### config.mk
export PLATFORM = sky130hd
export DESIGN_NAME = operand_fetch_unit
export DESIGN_NICKNAME = d
export VERILOG_FILES = /design/src/rtl/operand_fetch_unit.sv
export SDC_FILE = /design/constraint.sdc
export NUM_CORES = 1
export LEC_CHECK = 0
export ABC_AREA = 1
export ABC_CLOCK_PERIOD_IN_PS = 2100
export CAP_MARGIN = 20
export CORE_MARGIN = 8
export CORE_UTILIZATION = 40
export DETAILED_ROUTE_END_ITERATION = 8
export HOLD_SLACK_MARGIN = 0.15
export PLACE_DENSITY = 0.69
export SLEW_MARGIN = 20
export SYNTH_ARGS = -nofsm -noshare
export SYNTH_HDL_FRONTEND = slang
export SYNTH_SLANG_ARGS = --single-unit
### constraint.sdc
create_clock -name clk -period 2.1 [get_ports clk]
set_input_delay 0.42 -clock clk [delete_from_list [all_inputs] [get_ports clk]]
set_output_delay 0.42 -clock clk [all_outputs]
set_load 0.01 [all_outputs]
### src/rtl/operand_fetch_unit.sv
`default_nettype none
// ============================================================================
//  Module   : operand_fetch_unit
//  Purpose  : Decode-side register-file reader. Drives the read addresses,
//             captures operands into a one-entry output stage, tracks pending
//             writes in a busy-bit scoreboard, stalls on RAW/WAW hazards and
//             bypasses same-cycle writeback data.
//  Revision : 1.0  initial release
// ============================================================================
module operand_fetch_unit #(
    parameter int XLEN = 32,
    parameter int NREG = 32,
    parameter int AW   = 6,
    parameter int CNTW = 16
) (
    input  logic            clk,
    input  logic            reset_n,
    input  logic            flush_i,
    input  logic            in_valid_i,
    output logic            in_ready_o,
    input  logic [AW-1:0]   in_rs1_i,
    input  logic [AW-1:0]   in_rs2_i,
    input  logic [AW-1:0]   in_rd_i,
    input  logic            in_rd_we_i,
    output logic [AW-1:0]   radr1_o,
    output logic [AW-1:0]   radr2_o,
    input  logic [XLEN-1:0] rdata1_i,
    input  logic [XLEN-1:0] rdata2_i,
    input  logic [AW-1:0]   wb_wadr_i,
    input  logic [XLEN-1:0] wb_wdata_i,
    input  logic            wb_wenable_i,
    output logic            out_valid_o,
    input  logic            out_ready_i,
    output logic [XLEN-1:0] out_op1_o,
    output logic [XLEN-1:0] out_op2_o,
    output logic [AW-1:0]   out_rd_o,
    output logic            out_rd_we_o,
    output logic [CNTW-1:0] stall_cnt_o
);

    // ------------------------------------------------------------------
    // State
    // ------------------------------------------------------------------
    logic [NREG-1:0] busy_q, busy_d;
    logic            out_valid_q, out_valid_d;
    logic [XLEN-1:0] out_op1_q, out_op1_d;
    logic [XLEN-1:0] out_op2_q, out_op2_d;
    logic [AW-1:0]   out_rd_q, out_rd_d;
    logic            out_rd_we_q, out_rd_we_d;
    logic [CNTW-1:0] stall_cnt_q, stall_cnt_d;

    // ------------------------------------------------------------------
    // One-hot decodes of every address that touches the scoreboard.
    // Bit 0 (x0) is never tracked, and addresses >= NREG decode to all
    // zeros, so "tracked" is folded into the decode itself.
    // ------------------------------------------------------------------
    logic [NREG-1:0] rs1_dec;
    logic [NREG-1:0] rs2_dec;
    logic [NREG-1:0] rd_dec;
    logic [NREG-1:0] wb_dec;
    logic [NREG-1:0] out_rd_dec;

    assign rs1_dec[0]    = 1'b0;
    assign rs2_dec[0]    = 1'b0;
    assign rd_dec[0]     = 1'b0;
    assign wb_dec[0]     = 1'b0;
    assign out_rd_dec[0] = 1'b0;

    for (genvar gi = 1; gi < NREG; gi++) begin : g_dec
        localparam logic [AW-1:0] C_IDX = AW'(gi);
        assign rs1_dec[gi]    = (in_rs1_i  == C_IDX);
        assign rs2_dec[gi]    = (in_rs2_i  == C_IDX);
        assign rd_dec[gi]     = (in_rd_i   == C_IDX);
        assign wb_dec[gi]     = (wb_wadr_i == C_IDX);
        assign out_rd_dec[gi] = (out_rd_q  == C_IDX);
    end

    // ------------------------------------------------------------------
    // Writeback hits: any non-zero address matching an enabled writeback,
    // tracked or not, is forwarded and unblocks its source.
    // ------------------------------------------------------------------
    logic wb_hit_rs1;
    logic wb_hit_rs2;
    logic wb_hit_rd;

    assign wb_hit_rs1 = wb_wenable_i && (wb_wadr_i == in_rs1_i) && (in_rs1_i != '0);
    assign wb_hit_rs2 = wb_wenable_i && (wb_wadr_i == in_rs2_i) && (in_rs2_i != '0);
    assign wb_hit_rd  = wb_wenable_i && (wb_wadr_i == in_rd_i)  && (in_rd_i  != '0);

    // ------------------------------------------------------------------
    // Hazard detection: RAW on either source, WAW on the destination.
    // ------------------------------------------------------------------
    logic rs1_block;
    logic rs2_block;
    logic rd_block;
    logic hazard;
    logic accept;

    assign rs1_block = (|(busy_q & rs1_dec)) && !wb_hit_rs1;
    assign rs2_block = (|(busy_q & rs2_dec)) && !wb_hit_rs2;
    assign rd_block  = in_rd_we_i && (|(busy_q & rd_dec)) && !wb_hit_rd;
    assign hazard    = in_valid_i && (rs1_block || rs2_block || rd_block);

    assign in_ready_o = (!out_valid_q || out_ready_i) && !hazard && !flush_i;
    assign accept     = in_valid_i && in_ready_o;

    // Read addresses go straight through so the register file can answer
    // in the same cycle.
    assign radr1_o = in_rs1_i;
    assign radr2_o = in_rs2_i;

    // ------------------------------------------------------------------
    // Scoreboard update: clears first, then sets, so a register retired
    // and re-claimed in the same cycle ends up busy. A flushed instruction
    // that never reached execute releases its destination.
    // ------------------------------------------------------------------
    logic            flush_kill;
    logic [NREG-1:0] busy_clr;
    logic [NREG-1:0] busy_set;

    assign flush_kill = flush_i && out_valid_q && out_rd_we_q && !out_ready_i;
    assign busy_clr   = (wb_wenable_i ? wb_dec : '0) | (flush_kill ? out_rd_dec : '0);
    assign busy_set   = (accept && in_rd_we_i) ? rd_dec : '0;
    assign busy_d     = (busy_q & ~busy_clr) | busy_set;

    // Next-state for the output stage: flush kills, accept loads,
    // consume empties, otherwise hold.
    always_comb begin
        out_valid_d = out_valid_q;
        out_op1_d   = out_op1_q;
        out_op2_d   = out_op2_q;
        out_rd_d    = out_rd_q;
        out_rd_we_d = out_rd_we_q;
        if (flush_i) begin
            out_valid_d = 1'b0;
        end else if (accept) begin
            out_valid_d = 1'b1;
            out_op1_d   = wb_hit_rs1 ? wb_wdata_i : rdata1_i;
            out_op2_d   = wb_hit_rs2 ? wb_wdata_i : rdata2_i;
            out_rd_d    = in_rd_i;
            out_rd_we_d = in_rd_we_i;
        end else if (out_ready_i) begin
            out_valid_d = 1'b0;
        end
    end

    // Saturating count of cycles spent in a hazard stall.
    always_comb begin
        stall_cnt_d = stall_cnt_q;
        if (hazard && (stall_cnt_q != '1)) begin
            stall_cnt_d = stall_cnt_q + CNTW'(1);
        end
    end

    // State registers with asynchronous active-low reset.
    always_ff @(posedge clk or negedge reset_n) begin
        if (!reset_n) begin
            busy_q      <= '0;
            out_valid_q <= 1'b0;
            out_op1_q   <= '0;
            out_op2_q   <= '0;
            out_rd_q    <= '0;
            out_rd_we_q <= 1'b0;
            stall_cnt_q <= '0;
        end else begin
            busy_q      <= busy_d;
            out_valid_q <= out_valid_d;
            out_op1_q   <= out_op1_d;
            out_op2_q   <= out_op2_d;
            out_rd_q    <= out_rd_d;
            out_rd_we_q <= out_rd_we_d;
            stall_cnt_q <= stall_cnt_d;
        end
    end

    assign out_valid_o = out_valid_q;
    assign out_op1_o   = out_op1_q;
    assign out_op2_o   = out_op2_q;
    assign out_rd_o    = out_rd_q;
    assign out_rd_we_o = out_rd_we_q;
    assign stall_cnt_o = stall_cnt_q;

endmodule
`default_nettype wire

==> results of run 1 <==
[worst paths after layout]
kind                       slack, ns         start  cells past startpoint           end
max reg2reg                    -0.11    busy_q[16]                     17     busy_q[4]
min                             0.45       reset_n                      2  out_op1_o[3]
max                            -0.22    busy_q[16]                     12    in_ready_o
max in group asynchronous       0.98       reset_n                      3     busy_q[8]
min reg2reg                     0.48  out_op2_o[4]                      2  out_op2_o[4]
min in group clk                0.46    in_rd_i[2]                      4   out_rd_o[2]
[state kept, by name, summed over array words and instances, names as in the netlist]
register	cells
out_rd_we_o	1
out_valid_o	1
stall_cnt_o	16
out_op1_o	32
out_rd_o	6
busy_q	31
out_op2_o	32
[kinds of logic after synthesis]
family	after synthesis
compound gates	108
xor+xnor	16
fa+ha+maj	1
buf+inv	186
flops	119
simple gates	832
[cell usage in the layout (no fill, tap or decap), types with 3 or more instances in the layout]
cell	n
inv_1	107
xor2_1	11
nor2_1	142
buf_8	4
nand2_2	36
clkdlybuf4s50_1	200
clkinvlp_4	3
buf_16	4
clkbuf_16	33
nand3_1	133
o221ai_1	4
nand2_4	15
xnor2_1	4
nor2_4	11
buf_12	11
o21ai_0	80
dlygate4sd2_1	7
o22ai_1	9
inv_2	11
nand3_2	15
buf_2	10
dfrtp_1	99
nor3_1	12
nor2_2	18
nand2_1	432
inv_6	6
nand4_1	12
nor4_1	4
buf_4	108
buf_6	17
clkinv_4	3
dfrtp_2	20
clkbuf_2	4
[through the flow]
stage               setup slack, ns  setup TNS [ns]  utilization (%)
finish                      -0.2222          -4.554            66.52
global route                -0.3744          -19.67            66.51
detailed placement           -1.117         -107.71            57.37
floorplan                   0.02800               0                -
global placement             -1.138         -109.04            57.37
CTS                         -0.2100         -0.2929            62.27
[layout make-up]
type,instances,area [um2]
repair buffers,386,3974
clock inverters,15,143.9
well taps,265,331.6
clock buffers,17,425.4
diodes,1,2.502
flip-flops and latches,119,3003
inverters,120,457.9
fillers,1708,6495
multi-input cells,957,4566
[power breakdown]
| group | switching, W | internal (W) |
|---|---|---|
| combinational | 0.00118 | 0.00124 |
| clock | 0.00121 | 0.00165 |
| sequential | 0.000296 | 0.00259 |
[layer usage]
metal  track usage, %  vias up
met2            41.54      508
met5                0        -
met3            9.459       77
met1            33.40     4418
met4            9.336        0
li1                 -     4649
[repair_timing]
action | 4_1_cts | 5_1_grt
gates cloned | 3 | 21
buffers inserted | 14 | 6
gates resized for setup | 157 | 126
hold buffers | 1 | 0
hold endpoints to repair | 23 | 0
pin swaps | 27 | 33
endpoints found under the setup margin | 120 | 119
==> qor_table.md, run 1 <==
| Metric | This run |
| --- | --- |
| Outcome | complete, but fails checks |
| Failing checks | negative setup slack |
| Dominant cell type by area after synthesis | dfrtp_1 |
| Number of nets still failing antenna checks after routing | 0 |
| Maximum single-stage delay on the critical path | 0.47 ns |
| Overflow after GRT | 0 |
| Leak | 6.325 nW |
| Number of violations reported at the end of detailed-routing iteration 0 | 827 |
| Count of port buffers added during placement | 227 |
| Unrepaired setup endpoints after global routing | true |
| Maximum clock frequency | 430.6 MHz |
| Library cell used as clock root buffer | clkbuf_16 |
| Routed met1 length | 14,410 um |
| Arrival time at the worst endpoint | 1.90 ns |
| Unique cell type count in the Yosys netlist | 31 |
| Routed WL | 35,490 um |
| Synthesized-area fraction occupied by adder cells | 0.1588% |
| Routed wl met2 | 16,370 um |
| Area added between synthesis and finish | 63.78% |
| Clock Tree Buf Depth | 2 |
| IR Drop Worst-Case VDD | 0.0004757 V |
| Post-route clock period utilization | 110.6% |
| Highest Signal Layer | met4 |
| Cell area after layout | 0.01290 mm2 |
| Effective utilization at floorplan | 40.62% |
| Asr flop ratio synth | 100.0% |
| Worst-path clk slew | 0.06 ns |
| Full die area | 0.02444 mm2 |
| Worst path slowest cell | dfrtp_2 |
| Min-delay worst type | input port to asynchronous set/reset pin |
| Buffering stage count on the worst path with inverters included | 2 |
| Total Power Consumption | 0.008170 W |
| Crit end category | output port |
| DRC viols | 0 |
| Fraction of synthesized cell area taken by the top area cell type | 37.80% |
| Compound-gate portion of the synthesized area | 7.464% |
| Global Route Usage Sum | 26.61% |
| Met3 wirelength from detailed routing | 3638 um |
| Avg Synthesized Cell Area | 6.243 um2 |
| Worst-case setup margin in the final layout | -0.2222 ns |
| Share of cell area taken by muxes after synthesis | 0% |
| Global-route wire length before repair | 50,470 um |
| Xor and xnor fraction of the mapped netlist area | 1.779% |
| Width of the die | 156.3 um |
| Count of vias placed by the detailed router | 9,652 |
| Largest driver fanout on the critical path | 4 |
| Core Footprint | 0.01940 mm2 |
| Most common cell in the synthesized netlist | nand2_1 |
| DP Cell Count | 1,803 |
| Number of synthesized flops with an enable pin | 0 |
| Cells along the critical path | inv_2 -> nor2_1 -> nand2_1 -> nand2_1 -> nor2_1 -> nand2_1 -> nor2_1 -> nand2_1 -> nand2_2 -> nand3_2 -> a21oi_2 -> buf_2 |
| Relative slew slack | 61.02% |
| Dominant combinational cell family by area after synthesis | simple AND/OR/NAND/NOR gates |
| Clock tree from TritonCTS | built |
| P per Cell Area | 633.1 mW/mm2 |
| Total of max-cap violations | 0 |
| Total CTS buffers | 17 |
| Slew Viols, Final | 0 |
| Synthesized flop and latch total | 119 |
| Total standard cell area after synthesis | 0.007879 mm2 |
| Share of cells above drive strength 1 | 21.50% |
| Worst Max-Slew Pin Slew | 0.5846 ns |
| CP Launch Type | flip-flop |
| Simple-Gate Fraction of Synth Area | 42.93% |
| CTS H-Tree Depth | 4 |
| Number of rows in the core area | 51 |
| GPL Wtd Cong | 0.9263 |
| Number of iterations in the first detailed-routing pass | 5 |
| Cell type with the highest occurrence count on the critical path | nand2_1 |
| Net count after synthesis | 1,390 |
| Hold violation total from the final report | 0 |
| Post-detailed-placement half-perimeter wirelength | 24,770 um |
| Primary flip-flop cell chosen by synthesis mapping | dfrtp_1 |
| Hold_ws | 0.4534 ns |
| Routed length per instance | 18.88 um |
| Final cell count without fillers | 1,880 |
| Top cells by area in the synthesized netlist | dfrtp_1, nand2_1, nand3_1 |
| Cell family with most CP delay | simple AND/OR/NAND/NOR gates |
| Number of ports placed on the die boundary | 228 |
| Top cells by instance count after synthesis | nand2_1, nor2_1, nand3_1 |
| Routed vias/inst | 5.134 |
| Number of cells produced by synthesis | 1,262 |
| Maximum number of pins on one net before global-route repair | 65 |
| Total of warnings raised by yosys | 0 |
| Required arrival time at the worst endpoint | 1.68 ns |
| Die Y-Extent | 156.3 um |
| Clock net sink count | 119 |
| Final worst clock skew | 0.01775 ns |
| Antenna violations before repair | 0 |
| Worst-skew pair later-pin latency | 0.43 ns |
| Min Tclk post-route | 2.322 ns |
| Sequential area share after synthesis | 37.80% |
| Via count of the first global-routing pass | 9,174 |
| Final setup violation count | 97 |
| Nets | 1,729 |
| Critical Setup Path Class | flip-flop to output port |
| Placed Instance Area | 0.01113 mm2 |
(Power assumes the default switching activity.)
==> run 2, diff against run 1 <==
--- a/config.mk
+++ b/config.mk
@@ -6,7 +6,7 @@
 export NUM_CORES = 1
 export LEC_CHECK = 0
 export ABC_AREA = 1
-export ABC_CLOCK_PERIOD_IN_PS = 2100
+export ABC_CLOCK_PERIOD_IN_PS = 3000
 export CAP_MARGIN = 20
 export CORE_MARGIN = 8
 export CORE_UTILIZATION = 40
==> constraint.sdc (replaced) <==
create_clock -name clk -period 3 [get_ports clk]
set_input_delay 0.6 -clock clk [delete_from_list [all_inputs] [get_ports clk]]
set_output_delay 0.6 -clock clk [all_outputs]
set_load 0.01 [all_outputs]
==> run 2 against run 1 <==
Effect of this change:
- the run now ends clean
- non-clock buffer count fell by 58
- combinational power fell by 40%
- clock skew fell by 0.0033 ns
- critical endpoint unchanged
- largest cell class unchanged
==> qor_table.md, run 2 (same netlist as run 1, synthesis figures left out) <==
| Metric | This run |
| --- | --- |
| Hold violation total from the final report | 0 |
| Area added between synthesis and finish | 48.58% |
| Worst reg2reg path startpoint | busy_q[27] |
| Final cell count without fillers | 1,821 |
| Worst-skew pair later-pin latency | 0.43 ns |
| Post-detailed-placement half-perimeter wirelength | 23,920 um |
| CP Launch Type | input port |
| Global Route Usage Sum | 24.93% |
| IR Drop Worst-Case VDD | 0.0003398 V |
| Final worst clock skew | 0.01442 ns |
| Antenna violations before repair | 0 |
| Total of max-cap violations | 0 |
| Worst setup path startpoint | wb_wadr_i[4] |
| Via count of the first global-routing pass | 8,925 |
| Placement Setup Slack | -0.6398 ns |
| Number of iterations in the first detailed-routing pass | 8 |
| Final setup violation count | 0 |
| Most frequent cells in the layout | nand2_1, clkdlybuf4s50_1, nor2_1 |
| Relative slew slack | 57.64% |
| Core Footprint | 0.01940 mm2 |
| Required arrival time at the worst endpoint | 2.40 ns |
| CTS H-Tree Depth | 4 |
| DRC viols | 0 |
| GPL Wtd Cong | 1.006 |
| Crit end category | output port |
| Number of violations reported at the end of detailed-routing iteration 0 | 801 |
| Routed vias/inst | 5.072 |
| Critical Setup Path Class | input port to output port |
| Min-delay worst type | flip-flop to flip-flop |
| Leading cell type in the layout, fill and taps excluded | nand2_1 |
| Worst-case setup margin in the final layout | 0.08886 ns |
| Library cell used as clock root buffer | clkbuf_16 |
| Leak | 5.898 nW |
| DP Cell Count | 1,787 |
| Width of the die | 156.3 um |
| Count of port buffers added during placement | 227 |
| Count of vias placed by the detailed router | 9,237 |
| Number of ports placed on the die boundary | 228 |
| Full die area | 0.02444 mm2 |
| Clock net sink count | 119 |
| Hold path startpoint | out_op1_o[17] |
| Die Y-Extent | 156.3 um |
| Number of nets still failing antenna checks after routing | 0 |
| Clock tree from TritonCTS | built |
| Routed length per instance | 16.82 um |
| P per Cell Area | 459.4 mW/mm2 |
| Arrival time at the worst endpoint | 2.31 ns |
| Total inserted antenna cells | 0 |
| Share of cells above drive strength 1 | 10.99% |
| Worst path slowest cell | clkdlybuf4s50_1 |
| Effective utilization at floorplan | 40.62% |
| Total CTS buffers | 17 |
| Overflow after GRT | 0 |
| Cells along the critical path | clkdlybuf4s50_1 -> buf_4 -> o22ai_1 -> nor2_1 -> nand3_1 -> o21a_1 -> nand2_2 -> nand3_2 -> a21oi_1 -> buf_2 |
| Maximum clock frequency | 343.5 MHz |
| Number of rows in the core area | 51 |
| Utilization of the core after routing | 60.35% |
| Routed WL | 30,630 um |
| Min Tclk post-route | 2.911 ns |
| Largest driver fanout on the critical path | 4 |
| Nets | 1,671 |
| Worst Max-Slew Pin Slew | 0.6334 ns |
| Clock Tree Buf Depth | 2 |
| Maximum number of pins on one net before global-route repair | 65 |
| Slew Viols, Final | 0 |
| Worst-path clk slew | 0.06 ns |
| Global-route wire length before repair | 47,540 um |
| Number of filler cells placed in the layout | 1,832 |
| Outcome | completed |
| Post-route clock period utilization | 97.04% |
| Hold_ws | 0.4778 ns |
| Maximum single-stage delay on the critical path | 0.58 ns |
run 2: changes by cell type in the layout (fill, tap and decap cells not counted), sizes merged, moves of 2 or more:
cell	change
dlymetal6s2s	+11
buf	-52
clkdlybuf4s15	-2
clkbuf	-20
clkdlybuf4s50	+7
run 2: repair_timing:
| action | in CTS | in global routing |
|---|---|---|
| hold endpoints to repair | 28 | 0 |
| resized for setup | 23 | 33 |
| endpoints found under the setup margin | 45 | 68 |
| hold buffers | 1 | 0 |
| pin swaps | 0 | 2 |
| buffers inserted | 0 | 1 |
run 2: path summary, 6_finish.rpt:
path,endpoint,slack (ns),depth (start not counted)
worst max-delay path,in_ready_o,0.09,10
worst min-delay path,out_op1_o[17],0.48,2
worst max register to register,busy_q[19],0.52,13
worst min register to register,out_op1_o[17],0.48,2
max in group asynchronous,out_op1_o[1],1.61,3
min in group asynchronous,out_op1_o[3],0.64,2
run 2: final cells by class:
type	count	area, um2	share of cell area [%]
inverter	120	452.9	3.869
sequential	119	2978	25.44
clock buffer	18	439.2	3.752
multi-input combinational	957	4209	35.96
timing repair buffer	328	3178	27.15
clock inverter	14	117.6	1.005
tap	265	331.6	2.832
run 2: metal layers:
metal / up-vias / wire length, um / global-route usage, %
li1: 4529 / - / -
met1: 4174 / 11960 / 29.77
met2: 464 / 13940 / 39.53
met3: 70 / 3581 / 9.239
met4: 0 / 1150 / 10.89
met5: - / 0 / 0
run 2: report_power, final:
group | switching [W] | leakage, nW | internal [W] | total [W]
sequential | 0.000196 | 1.53 | 0.00181 | 0.00201
clock | 0.000824 | 0.266 | 0.00110 | 0.00192
combinational | 0.000720 | 4.10 | 0.000732 | 0.00145
run 2: through the flow:
step,instance area [um2],TNS (ns),total power (W)
after floorplan,7879,0,0.002548
after CTS,11610,0,0.005410
final,11710,0,0.005378
after global placement,11030,-41.45,0.003458
after global routing,11710,-0.005728,0.005644
after detailed placement,11030,-46.66,0.003465
run 2: worst max-delay path: cells and delay by family:
family | cells | cell delay [ns]
compound gates | 3 | 0.40
buf+inv | 3 | 0.91
simple gates | 4 | 0.41
